--- config.mk ---
export PLATFORM = sky130hd
export DESIGN_NAME = uart_transmitter_flat
export DESIGN_NICKNAME = d
export VERILOG_FILES = /design/src/rtl/uart_transmitter_if.sv /design/src/rtl/uart_transmitter.sv /design/src/flat_wrapper.sv
export SDC_FILE = /design/constraint.sdc
export NUM_CORES = 1
export LEC_CHECK = 0
export CORE_MARGIN = 2
export CORE_UTILIZATION = 56
export CTS_CLUSTER_DIAMETER = 150
export DETAILED_ROUTE_END_ITERATION = 16
export GPL_ROUTABILITY_DRIVEN = 0
export PLACE_DENSITY_LB_ADDON = 0.12
export SLEW_MARGIN = 20
export SYNTH_ARGS = -nofsm -noshare
export SYNTH_HDL_FRONTEND = slang
export SYNTH_SLANG_ARGS = --single-unit
--- constraint.sdc ---
create_clock -name clk -period 2 [get_ports clk]
set_clock_uncertainty 0.1 [all_clocks]
set_input_delay 0.6 -clock clk [delete_from_list [all_inputs] [get_ports clk]]
set_output_delay 0.6 -clock clk [all_outputs]
set_load 0.02 [all_outputs]
--- src/rtl/uart_transmitter_if.sv ---
// Producer-side bundle for uart_transmitter; brk exists only when UART_TX_BREAK_EN is defined.
interface uart_transmitter_if;
  logic [7:0] data;
  logic       send;
  logic       ready;
  logic       tx;
  logic       busy;
  logic       frame_done;
`ifdef UART_TX_BREAK_EN
  logic       brk;

  modport master (output data, send, brk, input ready, tx, busy, frame_done);
  modport slave  (input data, send, brk, output ready, tx, busy, frame_done);
`else
  modport master (output data, send, input ready, tx, busy, frame_done);
  modport slave  (input data, send, output ready, tx, busy, frame_done);
`endif
endinterface

--- src/rtl/uart_transmitter.sv ---
// UART TX (start, 8 data LSB first, even parity, stop), tx valid from the accept edge, one-byte hold gives gapless frames.
// ready = hold empty; UART_TX_BREAK_EN adds brk: break after the current frame, then one mark bit.
module uart_transmitter #(
  parameter int CLKS_PER_BIT = 1
) (
  input logic               clk,
  input logic               rst_n,
  uart_transmitter_if.slave u
);
  localparam int CW = (CLKS_PER_BIT > 1) ? $clog2(CLKS_PER_BIT) : 1;
  localparam logic [CW-1:0] BAUD_LAST = CW'(CLKS_PER_BIT - 1);

  typedef enum logic [2:0] {
    S_IDLE, S_START, S_DATA, S_PARITY, S_STOP
`ifdef UART_TX_BREAK_EN
    , S_BREAK, S_MARK
`endif
  } state_t;

  state_t          r_state, w_state_nxt;
  logic [CW-1:0]   r_baud, w_baud_nxt;
  logic [2:0]      r_bitcnt, w_bitcnt_nxt;
  logic [7:0]      r_shift, w_shift_nxt;
  logic            r_par, w_par_nxt;
  logic [7:0]      r_hold, w_hold_nxt;
  logic            r_hold_vld, w_hold_vld_nxt;
  logic            r_tx, w_tx_nxt;
  logic            r_busy, w_busy_nxt;
  logic            r_done, w_done_nxt;
  logic            w_bit_end, w_free, w_brk, w_ready, w_accept;

`ifdef UART_TX_BREAK_EN
  assign w_brk   = u.brk;
  assign w_ready = ~r_hold_vld && (r_state != S_BREAK);
`else
  assign w_brk   = 1'b0;
  assign w_ready = ~r_hold_vld;
`endif

  assign w_bit_end = (r_baud == BAUD_LAST);
  assign w_accept  = u.send && w_ready;

  always_comb begin
    w_state_nxt    = r_state;
    w_baud_nxt     = (r_state == S_IDLE || w_bit_end) ? '0 : r_baud + CW'(1);
    w_bitcnt_nxt   = r_bitcnt;
    w_shift_nxt    = r_shift;
    w_par_nxt      = r_par;
    w_hold_nxt     = r_hold;
    w_hold_vld_nxt = r_hold_vld;
    w_done_nxt     = 1'b0;
    w_free         = 1'b0;

    case (r_state)
      S_IDLE:   w_free = 1'b1;
      S_START:  if (w_bit_end) begin
                  w_state_nxt  = S_DATA;
                  w_bitcnt_nxt = 3'd0;
                end
      S_DATA:   if (w_bit_end) begin
                  w_shift_nxt  = r_shift >> 1;
                  w_bitcnt_nxt = r_bitcnt + 3'd1;
                  if (r_bitcnt == 3'd7) w_state_nxt = S_PARITY;
                end
      S_PARITY: if (w_bit_end) w_state_nxt = S_STOP;
      S_STOP:   if (w_bit_end) begin
                  w_done_nxt = 1'b1;
                  w_free     = 1'b1;
                end
`ifdef UART_TX_BREAK_EN
      S_BREAK:  begin
                  w_baud_nxt = '0;
                  if (!w_brk) w_state_nxt = S_MARK;
                end
      S_MARK:   if (w_bit_end) w_free = 1'b1;
`endif
      default:  w_state_nxt = S_IDLE;
    endcase

    // A free slot starts the next frame immediately: held byte first, else a byte arriving this cycle.
    if (w_free) begin
      if (w_brk) begin
`ifdef UART_TX_BREAK_EN
        w_state_nxt = S_BREAK;
`endif
      end else if (r_hold_vld) begin
        w_state_nxt    = S_START;
        w_shift_nxt    = r_hold;
        w_par_nxt      = ^r_hold;
        w_hold_vld_nxt = 1'b0;
      end else if (w_accept) begin
        w_state_nxt = S_START;
        w_shift_nxt = u.data;
        w_par_nxt   = ^u.data;
      end else begin
        w_state_nxt = S_IDLE;
      end
    end

    if (w_accept && !(w_free && !w_brk && !r_hold_vld)) begin
      w_hold_nxt     = u.data;
      w_hold_vld_nxt = 1'b1;
    end

    case (w_state_nxt)
      S_START:  w_tx_nxt = 1'b0;
      S_DATA:   w_tx_nxt = w_shift_nxt[0];
      S_PARITY: w_tx_nxt = w_par_nxt;
`ifdef UART_TX_BREAK_EN
      S_BREAK:  w_tx_nxt = 1'b0;
`endif
      default:  w_tx_nxt = 1'b1;
    endcase
    w_busy_nxt = (w_state_nxt != S_IDLE);
  end

  always_ff @(posedge clk) begin
    if (!rst_n) begin
      r_state    <= S_IDLE;
      r_baud     <= '0;
      r_bitcnt   <= 3'd0;
      r_shift    <= 8'd0;
      r_par      <= 1'b0;
      r_hold     <= 8'd0;
      r_hold_vld <= 1'b0;
      r_tx       <= 1'b1;
      r_busy     <= 1'b0;
      r_done     <= 1'b0;
    end else begin
      r_state    <= w_state_nxt;
      r_baud     <= w_baud_nxt;
      r_bitcnt   <= w_bitcnt_nxt;
      r_shift    <= w_shift_nxt;
      r_par      <= w_par_nxt;
      r_hold     <= w_hold_nxt;
      r_hold_vld <= w_hold_vld_nxt;
      r_tx       <= w_tx_nxt;
      r_busy     <= w_busy_nxt;
      r_done     <= w_done_nxt;
    end
  end

  assign u.ready      = w_ready;
  assign u.tx         = r_tx;
  assign u.busy       = r_busy;
  assign u.frame_done = r_done;
endmodule

--- src/flat_wrapper.sv ---
// flat-port wrapper written by rule: the top's interface ports become plain ports
module uart_transmitter_flat 
#(
  parameter int CLKS_PER_BIT = 1
)
  (clk, rst_n, u_data, u_send, u_ready, u_tx, u_busy, u_frame_done);
  uart_transmitter_if u_i ();
  input logic clk;
  input logic rst_n;
  input wire logic [$bits(u_i.data)-1:0] u_data;
  input wire logic [$bits(u_i.send)-1:0] u_send;
  output wire logic [$bits(u_i.ready)-1:0] u_ready;
  output wire logic [$bits(u_i.tx)-1:0] u_tx;
  output wire logic [$bits(u_i.busy)-1:0] u_busy;
  output wire logic [$bits(u_i.frame_done)-1:0] u_frame_done;
  assign u_i.data = u_data;
  assign u_i.send = u_send;
  assign u_ready = u_i.ready;
  assign u_tx = u_i.tx;
  assign u_busy = u_i.busy;
  assign u_frame_done = u_i.frame_done;
  uart_transmitter #(.CLKS_PER_BIT(CLKS_PER_BIT)) u_core (.clk(clk), .rst_n(rst_n), .u(u_i));
endmodule
==> out/metrics.yaml <==
drive_above_1_share_pct: 15.38
rr_worst_depth: 5
rsz0062_at_grt: "no"
synth.distinct_cells: 39
drc: 0
power.internal_mw: 0.9805
dpl_cell_area_um2: 1763
ios: 15
vias_per_cell: 5.684
post_cts_buffers: 0
drtIter0Drc: 52
p_switching_mw: 0.3550
antenna_found_initial: 0
nets: 209
fp.dieH_um: 56.02
crit_family: "buffers and inverters"
syn-num-nets: 183
drt_wl_total_um: 3087
fin_crit_sh_pct: 97.25
io_buffer_count: 14
p_comb_share_pct: 24.8
syn_area_um2: 1515
endpoint: "u_frame_done"
cts_root_buf: "clkbuf_4"
synth_top_cells_by_area: "dfxtp_1 (37%), mux2i_1 (9.9%), xnor2_1 (8.1%)"
totalNegativeSetupSlack_ps: 0
post-dp-hpwl_um: 2398
initial_core_util_pct: 60.07
peakVddDrop_mv: 0.4664
synth-edff-count: 0
cts_buffer_depth: 2
vias: 1279
ant_nets: 0
core_um2: 2522
synthToLayoutAreaGrowth_pct: 19.90
syn-instance-count: 170
min_path_type: "reg2reg"
numCtsBuffers: 3
wire_per_inst_um: 13.72
htreeDepth: 1
clk_pin_slew_ps: 150
grt_pass1_vias: 1194
p_per_area_nw_per_um2: 735.1
cts_sinks: 28
cp_slowest_cell: "clkdlybuf4s50_1"
antenna_cells: 0
cpPeakStageDelay_ps: 590
leakagePower_nw: 0.7754
grt_use_total_pct: 21.03
critPathBufInv: 1
synth_ff_type: "dfxtp_1"
drv_slew: 0
netlist.area_leader.share_pct: 36.99
maxCapViolCount: 0
crit_type: "reg2out"
cts_tree: "done"
ctsHoldBuffers: 0
clk_latency_ps: 320
reg2reg_to: "u_core.u.tx$_SDFF_PN1_"
hold_viol: 0
yosysWarnings: 0
switching_share_pct: 26.58
async_flop_share_pct: 0
firstDrtPassIters: 4
fillers: 204
yosysSeqAreaShare_pct: 36.99
core.rowCount: 18
max_freq_mhz: 514.2
status: "finished, final reports clean"
critPathCaptureType: "output port"
syn_avg_cell_area_um2: 8.913
arrival_ps: 1240
cp-start-kind: "flip-flop"
ys_top_cells_by_count: "dfxtp_1 (28), a21oi_1 (15), mux2i_1 (15)"
cp.required_ps: 1300
min_period_ps: 1945
yosysMostFrequentCell: "dfxtp_1"
final_cell_area_um2: 1817
ys_ff_latch: 28
yosysTopAreaCell: "dfxtp_1"
die_x_um: 56.02
path_cells: "clkdlybuf4s50_1"
critPathMaxFanout: 1
grt_pass1_wl_um: 5347
r2r_start: "u_core.r_state[0]$_SDFF_PN0_"
power_frac_seq_pct: 47.6
crit_cells: 1
r2r_setup_slack_ps: 240
grt_max_degree: 17
ctsResizeCount: 1
die-area_um2: 3138
grt-ovfl-total: 0
finalSetupViolCount: 0
clkPwrFrac_pct: 27.6
critPathLaunch: "u_core.u.frame_done$_SDFF_PN0_"
metrics by stage:
stage | instances | power [mW] | worst slack, ps | utilization [%] | hold slack [ps]
final | 225 | 1.336 | 55.07 | 72.02 | 458.9
after global routing | 225 | 1.402 | 1.167 | 72.02 | 491.7
after CTS | 225 | 1.349 | 34.01 | 71.92 | 461.2
after detailed placement | 221 | 0.9798 | -122.3 | 69.89 | 441.4
after global placement | 221 | 0.9674 | -93.83 | 69.89 | 437.4
after floorplan | 170 | 0.8665 | 372.5 | - | 403.3
cells in the final DEF, fill, tap and decap left out, types with 2 or more instances in the layout:
cell,n
a21oi_1,15
and2_1,10
and3_1,9
buf_4,19
clkbuf_4,3
clkdlybuf4s50_1,12
dfxtp_1,28
ha_1,2
inv_1,3
mux2i_1,15
nand2_1,13
nand3_1,4
nor2_4,2
nor2b_1,12
nor3_1,2
o21ai_0,2
o22ai_1,7
xnor2_1,14
tightest hold or removal path, cell delays in order, from the launching register on:
cell and delay (ps):
dfxtp_1 360, a21oi_1 120, nor2b_1 50
layer usage:
layer | wire, um | GRT usage (%)
met1 | 1383 | 25.54
met2 | 1549 | 38.32
met3 | 121 | 2.326
met4 | 34 | 6.803
met5 | 0 | 0
flip-flops by register name, indices dropped and copies added (netlist names):
signal / flops
u_core.r_hold_vld: 1
u_core.u.busy: 1
u_core.u.tx: 1
u_core.r_shift: 8
u_core.r_par: 1
u_core.u.frame_done: 1
u_core.r_state: 3
u_core.r_bitcnt: 3
u_core.r_baud: 1
u_core.r_hold: 8
worst min path at each step:
stage                                          startpoint                         endpoint  slack [ps]  cells past startpoint
after global placement    u_core.r_bitcnt[1]$_SDFFE_PN0P_  u_core.r_bitcnt[1]$_SDFFE_PN0P_         440                      2
after detailed placement    u_core.r_hold[0]$_SDFFE_PN0P_    u_core.r_hold[0]$_SDFFE_PN0P_         440                      2
final                     u_core.r_bitcnt[2]$_SDFFE_PN0P_  u_core.r_bitcnt[2]$_SDFFE_PN0P_         460                      2
after floorplan           u_core.r_bitcnt[1]$_SDFFE_PN0P_  u_core.r_bitcnt[1]$_SDFFE_PN0P_         400                      2
after global routing      u_core.r_bitcnt[2]$_SDFFE_PN0P_  u_core.r_bitcnt[2]$_SDFFE_PN0P_         490                      2
after CTS                   u_core.r_hold[0]$_SDFFE_PN0P_    u_core.r_hold[0]$_SDFFE_PN0P_         460                      2
area by class of cell:
| cell class | count | area [um2] | area share, % |
|---|---|---|---|
| timing repair buffer | 33 | 284.0 | 15.63 |
| tap | 30 | 37.54 | 2.066 |
| multi-input combinational | 126 | 867.1 | 47.73 |
| clock inverter | 1 | 30.03 | 1.653 |
| inverter | 4 | 15.01 | 0.8264 |
| sequential | 28 | 560.5 | 30.85 |
| clock buffer | 3 | 22.52 | 1.240 |
power groups by stage:
stage,combinational [mW],sequential (mW),clock [mW]
final,0.332,0.635,0.369
after detailed placement,0.332,0.648,0
after CTS,0.333,0.635,0.381
after global placement,0.322,0.646,0
after global routing,0.362,0.642,0.399
after floorplan,0.230,0.637,0
cells by family after synthesis:
group,synth area share [%]
AO/OA/AOI/OAI,12.63
multiplexers,9.909
buffers and inverters,5.779
flip-flops,36.99
other,0.2475
AND/OR/NAND/NOR,24.11
XOR/XNOR,8.671
adder cells (fa/ha/maj),1.651
No activity file was read; power rests on OpenSTA's default activity.
